[config.mk]
export PLATFORM = sky130hd
export DESIGN_NAME = lemming_swarm
export DESIGN_NICKNAME = d
export VERILOG_FILES = /design/src/rtl/lemming_swarm.sv
export SDC_FILE = /design/constraint.sdc
export NUM_CORES = 1
export LEC_CHECK = 0
export CORE_UTILIZATION = 45
export DETAILED_ROUTE_END_ITERATION = 8
export PLACE_DENSITY = 0.82
export SLEW_MARGIN = 20
export SYNTH_ARGS = -nofsm -noshare
export SYNTH_HDL_FRONTEND = slang
export SYNTH_SLANG_ARGS = --single-unit
[constraint.sdc]
create_clock -name clk -period 2.8 [get_ports clk]
set_clock_uncertainty 0.2 [all_clocks]
set_input_delay 0.56 -clock clk [delete_from_list [all_inputs] [get_ports clk]]
set_output_delay 0.56 -clock clk [all_outputs]
set_load 0.02 [all_outputs]
[src/rtl/lemming_swarm.sv]
// lemming_swarm: N independent walk/fall/dig lemming FSMs with a live popcount.
// Define LEMMING_SWARM_SPLAT_EN to enable the fall counter and DEAD state.
module lemming_swarm #(
  parameter int N_LEM      = 4,
  parameter int FALL_LIMIT = 20,
  parameter int CNT_W      = $clog2(FALL_LIMIT + 1),
  parameter int POP_W      = $clog2(N_LEM + 1)
) (
  input  logic             clk,
  input  logic             reset,
  input  logic [N_LEM-1:0] bump_left,
  input  logic [N_LEM-1:0] bump_right,
  input  logic [N_LEM-1:0] ground,
  input  logic [N_LEM-1:0] dig,
  output logic [N_LEM-1:0] walk_left,
  output logic [N_LEM-1:0] walk_right,
  output logic [N_LEM-1:0] aaah,
  output logic [N_LEM-1:0] digging,
  output logic [POP_W-1:0] alive_count,
  output logic             all_dead
);

  typedef enum logic [2:0] {
    WL    = 3'd0,
    WR    = 3'd1,
    FALLL = 3'd2,
    FALLR = 3'd3,
    DIGL  = 3'd4,
    DIGR  = 3'd5,
    DEAD  = 3'd6
  } state_t;

  state_t state    [N_LEM];
  state_t state_nx [N_LEM];

  // Per-channel state register; reset parks every lemming walking left.
  always_ff @(posedge clk) begin
    for (int i = 0; i < N_LEM; i++) begin
      if (reset) state[i] <= WL;
      else       state[i] <= state_nx[i];
    end
  end

`ifdef LEMMING_SWARM_SPLAT_EN
  logic [CNT_W-1:0] cnt [N_LEM];

  // Fall length counter: runs only while staying in a fall, saturates.
  always_ff @(posedge clk) begin
    for (int i = 0; i < N_LEM; i++) begin
      if (reset) begin
        cnt[i] <= '0;
      end else if ((state[i] == FALLL || state[i] == FALLR) &&
                   (state_nx[i] == FALLL || state_nx[i] == FALLR)) begin
        if (cnt[i] != CNT_W'(FALL_LIMIT))
          cnt[i] <= cnt[i] + CNT_W'(1);
      end else begin
        cnt[i] <= '0;
      end
    end
  end
`endif

  // Next-state logic: ground beats dig beats bump while walking.
  always_comb begin
    for (int i = 0; i < N_LEM; i++) begin
      state_nx[i] = state[i];
      case (state[i])
        WL: begin
          if (!ground[i])        state_nx[i] = FALLL;
          else if (dig[i])       state_nx[i] = DIGL;
          else if (bump_left[i]) state_nx[i] = WR;
        end
        WR: begin
          if (!ground[i])         state_nx[i] = FALLR;
          else if (dig[i])        state_nx[i] = DIGR;
          else if (bump_right[i]) state_nx[i] = WL;
        end
        DIGL: if (!ground[i]) state_nx[i] = FALLL;
        DIGR: if (!ground[i]) state_nx[i] = FALLR;
        FALLL: begin
          if (ground[i]) begin
`ifdef LEMMING_SWARM_SPLAT_EN
            if (cnt[i] >= CNT_W'(FALL_LIMIT)) state_nx[i] = DEAD;
            else                              state_nx[i] = WL;
`else
            state_nx[i] = WL;
`endif
          end
        end
        FALLR: begin
          if (ground[i]) begin
`ifdef LEMMING_SWARM_SPLAT_EN
            if (cnt[i] >= CNT_W'(FALL_LIMIT)) state_nx[i] = DEAD;
            else                              state_nx[i] = WR;
`else
            state_nx[i] = WR;
`endif
          end
        end
        DEAD:    state_nx[i] = DEAD;
        default: state_nx[i] = WL;
      endcase
    end
  end

  // Moore output decode; DEAD drives nothing.
  always_comb begin
    walk_left  = '0;
    walk_right = '0;
    aaah       = '0;
    digging    = '0;
    for (int i = 0; i < N_LEM; i++) begin
      walk_left[i]  = (state[i] == WL);
      walk_right[i] = (state[i] == WR);
      aaah[i]       = (state[i] == FALLL) || (state[i] == FALLR);
      digging[i]    = (state[i] == DIGL) || (state[i] == DIGR);
    end
  end

`ifdef LEMMING_SWARM_SPLAT_EN
  // Survivor popcount straight off the state registers.
  always_comb begin
    alive_count = '0;
    for (int i = 0; i < N_LEM; i++) begin
      if (state[i] != DEAD)
        alive_count = alive_count + POP_W'(1);
    end
    all_dead = (alive_count == '0);
  end
`else
  assign alive_count = POP_W'(N_LEM);
  assign all_dead    = 1'b0;
`endif

endmodule

# Word level (Yosys, flattened, before mapping)
# Memory sizes are Yosys's and may differ from the RTL's.
# Index checks and enable logic that the tools add are counted.
# totals
reg_bits	0
latchBits	0
mem_bits_rw	12
romBits	0
input_bits	18
word_cells	92
memories	1
# classes
n_addsub	0
multipliers	0
div_mod_pow	0
order_cmp	0
eq_ne	24
n_shift	0
muxes	51
bitwise	4
n_reduce_logical	12
# mem_list
name	words	word_bits	rd	rd_clocked_by_memory_dff	write_ports	line_no	text
state	4	3	4	0	4	33	state_t state [N_LEM];
# ops
operator	n
$mux 3	44
$pmux 3 s7	4
$eq 3x3->1 const B	12
$eq 3x2->1 const B	8
$eq 3x1->1 const B	4
$logic_not 3->1	4
$logic_or 1x1->1	8
$or 1x1->1	4
$mux 1	3

# Logic depth before layout (Yosys ltp)
# An unclocked memory read counts as a cell.
# depth
depth_word	6
depth_mapped	5
mapped_depth_nobuf	4

# Worst setup path after synthesis
# Ideal clock, no wire load.
# synth_timing
path_type	flip-flop to output port
from	memory state[2][0] (netlist name)
to	output port walk_right[2]
arrival_time_ns	1.082
setup_slack_ns	0.958
stages_incl_launch_ff	3
cell_sequence	dfxtp_1 > clkbuf_1 > nor3b_1
# synth_lines
item	line_no	text
start, declared	33	
end, declared	16	output logic [N_LEM-1:0] walk_right,

==> impl_metrics.json <==
{
  "critPathTopFamily": "buffers and inverters",
  "drtIter0Drc": 17,
  "cts-root-buf": "clkbuf_4",
  "crit_chain": "nor2b_1 -> clkdlybuf4s50_1",
  "cts-htree-levels": 1,
  "top_regs": "state (12)",
  "wire_per_inst_um": 12.7,
  "ys_ff_latch": 12,
  "largest_register": "state",
  "areaGrowthSynthToFinish_pct": 36.9,
  "layout.nets": 167,
  "slowest_stage": "clkdlybuf4s50_1",
  "ys_seq_area_share_pct": 26.2,
  "layout_setup_ws_ns": 0.363,
  "post_drt_via_cell_ratio": 5.63,
  "cts_resized": 0,
  "cts_buffers": 3,
  "fmax_mhz": 410,
  "post-place-ws_ns": 0.633,
  "antenna_found_initial": 0,
  "critPathLaunchType": "register",
  "cp_max_fo": 11,
  "fill_cells": 173,
  "worstPathArrival_ns": 1.68,
  "gr-total-overflow": 0,
  "grt_max_degree": 12,
  "clkTransAtPathRegs_ns": 0.07,
  "crit_buf_inv": 1,
  "maxSlewViolCount": 0,
  "drc": 0,
  "cts_hold_buf": 0,
  "rsz0062_at_grt": "false",
  "setup-tns-final_ns": 0,
  "slowest_delay_ns": 0.63,
  "worstPathRequired_ns": 2.04,
  "routed_wl_um": 2200,
  "cap_violations": 0,
  "min_period_ns": 2.44,
  "floorplan.initialDensity_pct": 50.4,
  "netlist_instances": 122,
  "die_x_um": 47.2,
  "via_count": 974,
  "grt_pass1_vias": 774,
  "cts.sinks": 12,
  "diodes": 0,
  "p_leak_nw": 0.471,
  "avgSynthCellArea_um2": 7.53,
  "status": "finished, final reports clean",
  "final_area_mm2": 0.00126,
  "synth_area_um2": 918,
  "gp_congestion": 0.775,
  "largest_reg_flops": 12,
  "postRouteAntennaNets": 0,
  "fin_util_pct": 69.1,
  "endpoint_kind": "output pin",
  "max-vdd-ir-drop_v": 0.000279,
  "cts_tree": "built",
  "grt_pass1_wl_um": 3300,
  "post-dp-hpwl_um": 1680,
  "p_per_area_mw_per_mm2": 404,
  "postPlaceCellArea_mm2": 0.00122,
  "io_buffer_count": 33,
  "grt_use_total_pct": 20.5,
  "ys_warn_count": 0,
  "core_mm2": 0.00182,
  "fin_crit_sh_pct": 87.0,
  "rows": 15,
  "io_pins": 38,
  "clk_latency_ns": 0.26,
  "hp-class": "reg -> reg",
  "first_pass_iters": 4,
  "yosysUniqueCellTypes": 30,
  "hold_violations": 0,
  "cts_setup_buffers": 0,
  "dieArea_mm2": 0.00223,
  "final-setup-viol-count": 0,
  "crit_type": "reg -> out",
  "drive_gt1_share_pct": 8.11,
  "die_y_um": 47.2,
  "clk_path_buf_depth": 2
}
-- cells in the final DEF, fill, tap and decap left out, drive strengths merged, types with 4 or more instances in the layout --
| cell type | n |
|---|---|
| nand2 | 5 |
| dfxtp | 12 |
| nor2b | 15 |
| a311oi | 4 |
| nor3 | 7 |
| clkdlybuf4s50 | 33 |
| a21oi | 17 |
| inv | 7 |
| o21ai | 8 |
| clkbuf | 4 |
| conb | 4 |
-- report_power, final --
part / internal (mW) / switching (mW) / total [mW]
Clock: 0.0789 / 0.0553 / 0.134
Sequential: 0.182 / 0.0279 / 0.210
Combinational: 0.0895 / 0.0750 / 0.164
-- through the flow --
stage / std cells / total power, mW / hold WS, ns
3_3_place_gp: 169 / 0.373 / 0.354
5_1_grt: 173 / 0.539 / 0.392
4_1_cts: 173 / 0.514 / 0.375
2_1_floorplan: 124 / 0.308 / 0.316
6_report: 173 / 0.509 / 0.370
3_5_place_dp: 169 / 0.377 / 0.359
-- cell usage after synthesis --
cell	instances	share of area (%)
nand2b_1	2	1.4
o21ai_0	8	4.4
nor3_2	3	3.3
nor2_1	2	0.82
clkbuf_1	5	2.0
nor2b_2	1	0.95
a211oi_1	1	0.82
nand3b_1	1	0.82
a21oi_1	17	9.3
or3_2	1	0.82
nand2_1	5	2.0
a21o_1	3	2.5
nor3_1	4	2.2
or2b_1	1	0.82
buf_4	4	3.3
nor2b_1	14	9.5
mux2i_1	3	3.3
or4b_1	3	3.3
and2b_2	1	0.95
conb_1	2	0.82
nor4b_1	3	2.9
buf_2	5	2.7
o31ai_1	3	2.5
or3_1	2	1.4
a311oi_1	4	3.8
inv_1	7	2.9
dfxtp_1	12	26
a31o_2	1	0.95
a22o_1	3	2.9
nor3b_1	1	0.82
-- worst reg2reg max path, delay by kind of cell, from the launching register on --
family	cells	cell delay (ns)
AO/OA/AOI/OAI	2	0.21
flip-flops	1	0.42
AND/OR/NAND/NOR	2	0.70
-- layer usage --
layer / global-route usage [%] / vias up / wire length (um)
met5: 0 / - / 0
met2: 35.3 / 35 / 1130
met1: 25.7 / 459 / 958
met3: 4.23 / 0 / 112
met4: 5.71 / 0 / 0
li1: - / 480 / -
-- worst paths after layout --
path         slack, ns                  endpoint  cells past startpoint                      from
max               0.36                digging[2]                      2  state[2][2]$_SDFFE_PP0P_
max reg2reg       1.18  state[3][0]$_SDFFE_PP0P_                      4  state[3][2]$_SDFFE_PP0P_
min reg2reg       0.37  state[0][0]$_SDFFE_PP0P_                      2  state[0][0]$_SDFFE_PP0P_
min               0.37  state[0][0]$_SDFFE_PP0P_                      2  state[0][0]$_SDFFE_PP0P_
-- cells by family (layout without fill, tap and decap cells) --
logic type	after synthesis	after routing	share of synthesized area, %
AO/OA/AOI/OAI	40	40	27.0
buffers and inverters	21	45	10.9
other	2	4	0.818
multiplexers	3	3	3.27
flip-flops	12	12	26.2
AND/OR/NAND/NOR	44	44	31.9
-- area by class of cell --
type,instances,area (um^2),share of cell area [%]
well taps,25,31.3,2.49
inverters,7,26.3,2.09
clock buffers,4,36.3,2.89
multi-input cells,91,586,46.6
flip-flops and latches,12,240,19.1
repair buffers,34,338,26.9
Power figures use the tool's default switching activity.
